--- src/rtl/pipe_ctrl.sv ---
// Pipeline sequencer: merges stage stall requests, arbitrates redirects,
// runs the post-flush drain window and stall watchdog. PIPE_CTRL_PERF_EN adds perf counters.
module pipe_ctrl #(
   parameter logic [31:0] EXC_VECTOR    = 32'h00000020,
   parameter int unsigned DRAIN_CYCLES  = 2,
   parameter int unsigned STALL_TIMEOUT = 1023
) (
   input  logic        clk,
   input  logic        rst,
   input  logic        stallreq_if,
   input  logic        stallreq_id,
   input  logic        stallreq_ex,
   input  logic        stallreq_mem,
   input  logic [31:0] excepttype_i,
   input  logic [31:0] cp0_epc_i,
   input  logic        mispredict_i,
   input  logic [31:0] mispredict_target_i,
   output logic [5:0]  stall,
   output logic        flush,
   output logic [31:0] new_pc,
   output logic        mispredict_flush,
   output logic        stall_timeout,
   output logic        busy
`ifdef PIPE_CTRL_PERF_EN
   ,
   output logic [31:0] perf_stall_cycles,
   output logic [31:0] perf_flush_cnt,
   output logic [31:0] perf_mispredict_cnt
`endif
);

   typedef enum logic {IDLE, DRAIN} state_t;

   localparam logic [31:0] ERET       = 32'h0000000e;
   localparam logic [3:0]  DRAIN_LOAD = 4'(DRAIN_CYCLES - 1);
   localparam logic [15:0] TIMEOUT    = 16'(STALL_TIMEOUT);

   state_t      state;
   logic [3:0]  drain_cnt;
   logic [15:0] stall_cnt;
   logic        timeout_q;
   logic        pend;
   logic [31:0] pend_target;

   logic [5:0]  req_stall;
   logic        idle;
   logic        exc;
   logic        mp_req;
   logic [31:0] mp_target;
   logic        mp_hold;

   assign idle      = (state == IDLE);
   assign exc       = idle && (excepttype_i != 32'd0);
   // a held-off redirect survives even if EX drops the request meanwhile
   assign mp_req    = idle && (mispredict_i || pend);
   assign mp_target = mispredict_i ? mispredict_target_i : pend_target;
   assign mp_hold   = !exc && mp_req && stallreq_mem;

   always_comb begin
      req_stall = 6'b000000;
      if (stallreq_mem)
         req_stall = 6'b011111;
      else if (stallreq_ex)
         req_stall = 6'b001111;
      else if (stallreq_id)
         req_stall = 6'b000111;
      else if (stallreq_if)
         req_stall = 6'b000011;
   end

   always_comb begin
      stall            = 6'b000000;
      flush            = 1'b0;
      mispredict_flush = 1'b0;
      new_pc           = 32'd0;
      if (!rst) begin
         if (exc) begin
            flush  = 1'b1;
            new_pc = (excepttype_i == ERET) ? cp0_epc_i : EXC_VECTOR;
         end else if (mp_req && !stallreq_mem) begin
            mispredict_flush = 1'b1;
            new_pc           = mp_target;
         end else begin
            stall = req_stall;
         end
      end
   end

   assign busy          = !rst && (state == DRAIN);
   assign stall_timeout = !rst && timeout_q;

   always_ff @(posedge clk) begin
      if (rst) begin
         state       <= IDLE;
         drain_cnt   <= 4'd0;
         pend        <= 1'b0;
         pend_target <= 32'd0;
      end else begin
         unique case (state)
            IDLE: begin
               if (flush) begin
                  state     <= DRAIN;
                  drain_cnt <= DRAIN_LOAD;
               end
            end
            DRAIN: begin
               if (drain_cnt == 4'd0)
                  state <= IDLE;
               else
                  drain_cnt <= drain_cnt - 4'd1;
            end
         endcase
         if (flush || mispredict_flush) begin
            pend <= 1'b0;
         end else if (mp_hold) begin
            pend        <= 1'b1;
            pend_target <= mp_target;
         end
      end
   end

   always_ff @(posedge clk) begin
      if (rst) begin
         stall_cnt <= 16'd0;
         timeout_q <= 1'b0;
      end else if (stall[0]) begin
         if (stall_cnt != TIMEOUT)
            stall_cnt <= stall_cnt + 16'd1;
         if (stall_cnt >= TIMEOUT - 16'd1)
            timeout_q <= 1'b1;
      end else begin
         stall_cnt <= 16'd0;
      end
   end

`ifdef PIPE_CTRL_PERF_EN
   always_ff @(posedge clk) begin
      if (rst) begin
         perf_stall_cycles   <= 32'd0;
         perf_flush_cnt      <= 32'd0;
         perf_mispredict_cnt <= 32'd0;
      end else begin
         if (stall[0])
            perf_stall_cycles <= perf_stall_cycles + 32'd1;
         if (flush)
            perf_flush_cnt <= perf_flush_cnt + 32'd1;
         if (mispredict_flush)
            perf_mispredict_cnt <= perf_mispredict_cnt + 32'd1;
      end
   end
`endif

endmodule

--- config.mk ---
export PLATFORM = sky130hd
export DESIGN_NAME = pipe_ctrl
export DESIGN_NICKNAME = d
export VERILOG_FILES = /design/src/rtl/pipe_ctrl.sv
export SDC_FILE = /design/constraint.sdc
export NUM_CORES = 1
export LEC_CHECK = 0
export ABC_AREA = 1
export CELL_PAD_IN_SITES_DETAIL_PLACEMENT = 2
export CELL_PAD_IN_SITES_GLOBAL_PLACEMENT = 2
export CORE_ASPECT_RATIO = 1.1
export CORE_UTILIZATION = 22
export CTS_CLUSTER_SIZE = 28
export DETAILED_ROUTE_END_ITERATION = 8
export PLACE_DENSITY_LB_ADDON = 0.25
export REMOVE_ABC_BUFFERS = 1
export SLEW_MARGIN = 10
export SYNTH_ARGS = -nofsm -noshare
export SYNTH_HDL_FRONTEND = slang
export SYNTH_SLANG_ARGS = --single-unit
--- constraint.sdc ---
create_clock -name clk -period 2.25 [get_ports clk]
set_clock_uncertainty 0.15 [all_clocks]
set_input_delay 0.45 -clock clk [delete_from_list [all_inputs] [get_ports clk]]
set_output_delay 0.45 -clock clk [all_outputs]
set_load 0.01 [all_outputs]
### Word-level counts from Yosys, hierarchy flattened

Cells that the tools add are included.

* bits in registers: 55
* input port bits: 103
* output and inout bits: 42
* logic and storage cells: 58

* $add $sub $neg: 2
* magnitude comparators: 1
* equality and inequality tests: 4
* multiplexer cells: 23
* bitwise logic cells: 3
* reductions and logical operators: 19

Operator list (number)
* $mux 32: 5
* $eq 32x4->1 const B: 1
* $reduce_bool 32->1: 1
* $mux 6: 4
* $add 16x1->16 const B: 1
* $ge 16x10->1 const B: 1
* $ne 16x10->1 const B: 1
* $mux 4: 3
* $pmux 4 s2: 1
* $logic_and 1x1->1: 7
* $mux 1: 7
* $reduce_and 2->1: 3
* $logic_not 4->1: 1
* $ne 2x2->1 const B: 2
* $reduce_or 2->1: 2
* $sub 4x1->4 const B: 1
* $logic_not 1->1: 3
* $mux 3: 1
* $not 1->1: 3
* $logic_or 1x1->1: 2
* $mux 2: 1
* $pmux 1 s2: 1

### Depth between registers and ports, before layout

Gate-level depths: netlist (run 1).

* word-level depth: 9
* gate-level depth with buffers: 10
* gate-level depth less buffers: 9

### Worst setup path before layout (run 1)

Ideal clock, no wire load.

* kind: input to output
* start point: input port excepttype_i[31]
* end point: output port new_pc[0]
* arrival: 1.480 ns
* required time: 1.650 ns
* slack: 0.170 ns
* stages: 8
* path buffers: 1
* cell sequence: nor2_1 -> nand2_1 -> nor2_1 -> nand2_2 -> nor2_4 -> nand4_2 -> buf_2 -> o21ai_1

* cells in the longest elaborated chain, start to end: 4
* elaborated cells between the ends (all ways): 6
* classes of those cells: 1 x eq/ne; 3 x mux; 2 x reduce/logical

Ends and longest elaborated chain
* start, declared: line 14 `input logic [31:0] excepttype_i,`
* $eq 32x4->1 or $reduce_bool 32->1 (tied branches): line 79, 53
* $mux 32 or $logic_and 1x1->1 (tied branches): line 79, 53
* $mux 32 (*): line 77 `if (exc) begin`
* $mux 32 (*): line 76 `if (!rst) begin`
* end, declared: line 20 `output logic [31:0] new_pc,`

Every way passes the cells marked *; elsewhere a longest branch is shown, timed or not.

### Final worst setup path (run 1)

* start point: input port excepttype_i[14]
* end point: output port new_pc[14]

Same word-level chain as after synthesis.

==> impl_metrics.csv, run 1 <==
group,metric,value,unit
finish,num_antenna_cells,0,
floorplan,start_util,0.228,
floorplan,die_h,134,um
global_routing,grt_pass1_wl,23400,um
timing,period_minus_slack,2480,ps
floorplan,io_pins,145,
synth,ys_async_sr_fraction,0,
worst_setup_path,worstPathCellList,"buf_6 -> nor2_2 -> nand2_1 -> nor2_4 -> nand2_4 -> nor2_4 -> nand4_4 -> buf_12 -> buf_6 -> o21ai_2 -> buf_2",
clock_tree,cts-buffers-inserted,5,
routing,routed_wl,15200,um
routing,vias,4217,
routing,m1WireLength,6280,um
worst_setup_path,critical_path.max_stage_delay,190,ps
clock_tree,cts_hold_buf,0,
routing,ant_nets,0,
clock_tree,htree_levels,2,
pwr,p_leak,2.46,nW
routing,drc,0,
routing,first_iter_violations,108,
worst_setup_path,criticalPathCategory,"in -> out",
synth,synth_area,3490,sq um
placed_design,dp_hpwl,10800,um
worst_setup_path,slowest_stage,"buf_12",
clock_tree,cts_tree,"done",
synth,synth_top_flop_cell,"dfxtp_1",
synth,syn_avg_cell_area,6.88,sq um
clock_tree,clk_path_buf_depth,2,
routing,avgViaCountPerCell,4.72,
worst_setup_path,crit_buf_inv,4,
routing,met3_wirelength,670,um
finish,multi_input_area,2390,sq um
timing,finalCritPeriodShare,1.10,
synth,synth_edf_count,0,
worst_setup_path,worstPathRequired,1650,ps
clock_tree,clock_latency,310,ps
routing,dr.pass1.iters,4,
synth,syn_inst,507,
timing,finalSetupViolations,35,
floorplan,row_count,47,
worst_setup_path,worstSetupPathDepth,11,
worst_setup_path,critPathMaxFanout,5,
synth,ys_top_cells_by_area,"dfxtp_1 32%, nand3_1 10%, nor2_1 10%, mux2i_1 8.9%, nand2_1 8.4%",
synth,synth-seq-area-share,0.316,
worst_setup_path,critPathArrivalTime,1880,ps
timing,slew_viol_final,0,
synth,yosys_warnings,0,
finish,fin_cells,894,
routing,wl_per_cell,17.0,um
synth,ys_types,32,
pwr,irDropWorstVdd,0.000254,V
worst_setup_path,r2r_start,"stall_cnt[0]",
placed_design,io_buffers,143,
timing,slew_headroom,0.552,
timing,fmax,403,MHz
timing,setup_slack,-233,ps
outcome,violations,"setup timing",
floorplan,core,15300,sq um
synth,yosys.cell_count.top_type,"nor2_1",
global_routing,grt_util_all_layers,0.182,
global_routing,grt_pass1_vias,4601,
synth,synth_top_area_frac,0.316,
worst_setup_path,r2r_setup_slack,320,ps
synth,netlist_top_cells_count,"94 x nor2_1, 78 x nand2_1, 71 x nand3_1, 55 x dfxtp_1, 43 x a21oi_1",
flow_run,cap_violations,0,
synth,ys_seq_elements,55,
timing,holdWs,315,ps
worst_setup_path,r2r_cells,9,
clock_tree,clkTransAtPathRegs,70,ps
timing,rsz0062_at_grt,"yes",
routing,met2_length,8080,um
finish,synthToLayoutAreaGrowth,69.1,%
worst_setup_path,reg2reg_to,"stall_cnt[1]",
placed_design,dp.cells,874,
placed_design,pre_cts_slack,-949,ps
pwr,powerDensity,404,nW/um^2
outcome,status,"complete, but fails checks",
worst_setup_path,crit_path_start,"excepttype_i[14]",
hold_path,hold_path_class,"reg -> reg",
timing,worst_pin_slew,672,ps
worst_setup_path,cp_top_family,"simple AND/OR/NAND/NOR gates",
worst_setup_path,critPathLaunchType,"input pin",
timing,finalSetupTns,-6080,ps
clock_tree,cts_sinks,55,
finish,fin_nets,803,
routing,topRoutingLayerUsed,"met4",
synth,synth_area_leader_cell,"dfxtp_1",
global_routing,grt_antenna_before_repair,0,
worst_setup_path,endpoint,"new_pc[14]",
global_routing,grt_remaining_overflow,0,
floorplan,fp.dieW,122,um
placed_design,gp_congestion,0.802,
worst_setup_path,endpoint_kind,"primary output",
finish,layout-drive-gt1-share,0.330,
global_routing,grt_max_degree,65,
floorplan,die_area,16400,sq um
finish,regArea,1100,sq um
timing,hold_violations,0,
finish,fillCellCount,1785,
clock_tree,cts_root_buffer,"clkbuf_16",
==> worst min-delay path by stage <==
stage	from	end	cells past startpoint
after detailed placement	timeout_q	timeout_q	2
after CTS	timeout_q	timeout_q	2
after global routing	timeout_q	timeout_q	2
after floorplan	timeout_q	timeout_q	2
after global placement	pend_target[5]	pend_target[5]	2
final	timeout_q	timeout_q	2
==> layer usage <==
layer  GRT usage  vias to the layer above
li1            -                     2069
met1       0.208                     2048
met2       0.343                       88
met3      0.0349                       12
met4      0.0366                        0
met5           0                        -
==> registers in the layout, summed over array words and instances (netlist names) <==
| name | flops |
|---|---|
| state | 1 |
| stall_cnt | 16 |
| drain_cnt | 4 |
| timeout_q | 1 |
| pend_target | 32 |
| pend | 1 |
==> area by class of cell <==
type | count | share of cell area
well taps | 196 | 0.0416
clock buffers | 7 | 0.0225
inverters | 24 | 0.0161
multi-input cells | 395 | 0.404
flip-flops and latches | 55 | 0.187
repair buffers | 216 | 0.328
clock inverters | 1 | 0.000848
==> logic make-up (layout without fill, tap and decap cells) <==
| kind of cell | count (synthesis) | count (layout) | synth area share |
|---|---|---|---|
| adders and majority gates | 3 | 3 | 0.0108 |
| buffers and inverters | 57 | 248 | 0.0921 |
| and+or+nand+nor | 263 | 263 | 0.330 |
| xor gates and xnor gates | 12 | 12 | 0.0301 |
| DFF | 55 | 55 | 0.316 |
| AOI/OAI and AO/OA | 85 | 85 | 0.132 |
| other | 1 | 1 | 0.00107 |
| muxes | 31 | 31 | 0.0889 |
==> tightest hold or removal path: stages, from the launching register on <==
cell     delay, ps
dfxtp_1        310
nand2_1         70
nand2_1         60
==> timing repair <==
item,CTS,global route
setup endpoints to repair,67,40
buffers inserted,5,3
gates resized for setup,319,71
cloned,1,3
pin swaps,16,24
==> metrics by stage <==
step,total power [mW],utilization,cell area (sq um)
floorplan,1.18,-,3260
global placement,1.53,0.356,5450
detailed placement,1.55,0.356,5450
finish,2.38,0.386,5900
CTS,2.38,0.362,5540
global route,2.51,0.386,5900
==> cell usage in the layout (no fill, tap or decap), drive strengths merged <==
cell             n
a21oi           45
buf            141
clkbuf          11
clkdlybuf4s50   69
clkinv           1
conb             1
dfxtp           55
dlygate4sd2      2
ha               3
inv             24
mux2i           31
nand2           80
nand3           72
nand4            6
nor2            95
nor3             7
o211ai           1
o21ai           38
o21bai           1
or2              3
xnor2            6
xor2             6
==> where the power goes <==
part	internal [mW]	switching (mW)	total [mW]
Sequential	0.983	0.0117	0.995
Clock	0.414	0.387	0.801
Combinational	0.328	0.258	0.586
Total	1.73	0.657	2.38
Power figures use the tool's default switching activity.
==> inputs of run 2 (changes only) <==
--- a/config.mk
+++ b/config.mk
@@ -8,7 +8,7 @@
 export ABC_AREA = 1
 export CELL_PAD_IN_SITES_DETAIL_PLACEMENT = 2
 export CELL_PAD_IN_SITES_GLOBAL_PLACEMENT = 2
-export CORE_ASPECT_RATIO = 1.1
+export CORE_ASPECT_RATIO = 0.9
 export CORE_UTILIZATION = 22
 export CTS_CLUSTER_SIZE = 28
 export DETAILED_ROUTE_END_ITERATION = 8
==> run 2 against run 1 <==
  * Wire length rose by 9.4%
  * Via count up 2.2%
  * Fmax shrank 2.3%
  * Sequential cell count unchanged
  * Cell count is 1.9% higher
  * Die area hardly changed
  * Largest power group unchanged
  * The run still ends with setup timing left
  * Power is 4.7% higher
  * Sequential power about the same
  * Worst hold slack is essentially flat
==> impl_metrics.csv, run 2 (synthesis results as in run 1) <==
group,metric,value,unit
worst_setup_path,critPathLaunchType,"input pin",
routing,routed_wl,16700,um
pwr,irDropWorstVdd,0.000253,V
timing,finalCritPeriodShare,1.13,
global_routing,met1_usage,0.246,
timing,fmax,394,MHz
worst_setup_path,critPathMaxFanout,15,
routing,ant_nets,0,
placed_design,dp_hpwl,10900,um
worst_setup_path,r2r_cells,9,
global_routing,grt_use_met3,0.0280,
placed_design,io_buffers,143,
clock_tree,cts_tree,"done",
worst_setup_path,worstPathRequired,1650,ps
worst_setup_path,cp_top_family,"simple AND/OR/NAND/NOR gates",
global_routing,met2_usage,0.365,
worst_setup_path,worstPathCellList,"buf_6 -> nor2_2 -> nand2_2 -> nor2_2 -> nand2_2 -> buf_12 -> nor2_4 -> buf_8 -> nand3_2 -> o21ai_1 -> buf_2",
timing,finalSetupViolations,40,
clock_tree,cts_sinks,55,
clock_tree,cts-buffers-inserted,5,
routing,vias,4308,
clock_tree,cts_hold_buf,0,
floorplan,die_area,16400,sq um
global_routing,grt_remaining_overflow,0,
pwr,powerDensity,408,nW/um^2
outcome,status,"complete, but fails checks",
finish,fin_nets,814,
global_routing,busiest_layer,"met2",
global_routing,grt_util_all_layers,0.199,
floorplan,die_h,121,um
floorplan,io_pins,145,
flow_run,cap_violations,0,
clock_tree,cts_root_buffer,"clkbuf_16",
placed_design,gp_congestion,0.727,
timing,slew_viol_final,0,
clock_tree,htree_levels,2,
finish,largestRegisters,"pend_target: 32 flops, stall_cnt: 16 flops, drain_cnt: 4 flops",
floorplan,fp.dieW,135,um
clock_tree,clkTransAtPathRegs,80,ps
clock_tree,clk_path_buf_depth,2,
finish,layout-drive-gt1-share,0.350,
finish,num_antenna_cells,0,
routing,drc,0,
global_routing,grt_max_degree,65,
hold_path,hold_path_class,"reg -> reg",
hold_path,min_to,"timeout_q",
worst_setup_path,critPathArrivalTime,1940,ps
finish,largest_register_ffs,32,
floorplan,row_count,43,
timing,setup_slack,-291,ps
hold_path,min_path_cells,2,
worst_setup_path,reg2reg_to,"stall_cnt[4]",
finish,final_util,0.396,
floorplan,core,15400,sq um
global_routing,grt_antenna_before_repair,0,
routing,avgViaCountPerCell,4.73,
clock_tree,clock_latency,300,ps
floorplan,start_util,0.226,
routing,dr.pass1.iters,4,
outcome,violations,"setup timing",
worst_setup_path,critical_path.max_stage_delay,230,ps
worst_setup_path,slowest_stage,"buf_8",
timing,hold_violations,0,
worst_setup_path,crit_buf_inv,4,
pwr,p_leak,2.51,nW
global_routing,grt_pass1_vias,4681,
worst_setup_path,endpoint_kind,"primary output",
timing,worst_pin_slew,662,ps
timing,rsz0062_at_grt,"yes",
timing,finalSetupTns,-9040,ps
routing,wl_per_cell,18.3,um
global_routing,grt_pass1_wl,25100,um
worst_setup_path,criticalPathCategory,"in -> out",
timing,holdWs,315,ps
hold_path,hp-start,"timeout_q",
routing,first_iter_violations,112,
worst_setup_path,r2r_setup_slack,160,ps
finish,final_common_cell,"nand2_1",
timing,period_minus_slack,2540,ps
finish,fin_area,6110,sq um
worst_setup_path,r2r_start,"stall_cnt[0]",
finish,top_register,"pend_target",
finish,final_cell_mix,"71 x nand2_1, 68 x nor2_1, 68 x clkdlybuf4s50_1",
finish,synthToLayoutAreaGrowth,75.1,%
placed_design,dpl_cell_area,5480,sq um
timing,slew_headroom,0.559,
[run 2: cell count changes in the layout (fill, tap and decap cells not counted), sizes merged]
cell           delta
clkbuf            -2
clkinv            -1
clkinvlp          +1
dlygate4sd2       +1
inv               +2
clkdlybuf4s50     -1
buf              +11
[run 2: what timing repair did]
item,CTS,global route
setup endpoints to repair,73,42
gates resized for setup,368,40
cloned,6,1
pin swaps,36,20
setup buffers,14,9
[run 2: worst reg2reg max path, cell delays in order, from the launching register on]
cell and delay (ps):
dfxtp_1 440, ha_1 250, inv_1 90, nor2_2 200, nand2_1 100, inv_1 140, nand2_1 160, inv_1 230
nor2_1 90, nor2_1 160
[run 2: per-layer routing]
layer	share of wire	routed length (um)
met5	0	0
met4	0.012	194
met3	0.040	665
met2	0.51	8490
met1	0.44	7320
[run 2: through the flow]
step	total power, mW	cells	setup WS (ps)
after floorplan	1.18	474	-1160
after detailed placement	1.55	879	-1080
final	2.49	911	-291
after global routing	2.59	911	-356
after CTS	2.48	907	-242
after global placement	1.53	879	-926
[run 2: cell type report]
cell class              instances  area, sq um
flip-flops and latches         55         1100
well taps                     202          253
fillers                      1732         9330
repair buffers                225         2050
repair inverters                2         31.3
clock inverters                 1         7.51
inverters                      24          100
clock buffers                   7          153
multi-input cells             395         2410
[run 2: how the worst max path moves through the flow]
stage / startpoint / to / slack [ps] / cells after the start
6_report: excepttype_i[26] / new_pc[29] / -290 / 11
3_5_place_dp: excepttype_i[31] / new_pc[23] / -1080 / 11
5_1_grt: excepttype_i[27] / new_pc[12] / -360 / 11
4_1_cts: excepttype_i[24] / new_pc[7] / -240 / 13
2_1_floorplan: excepttype_i[31] / new_pc[31] / -1160 / 7
3_3_place_gp: excepttype_i[7] / new_pc[31] / -930 / 10
[run 2: report_power, final]
part / switching (mW) / internal, mW / total [mW]
clock network: 0.393 / 0.476 / 0.868
registers: 0.0127 / 0.983 / 0.996
logic: 0.287 / 0.343 / 0.630
total: 0.693 / 1.80 / 2.49
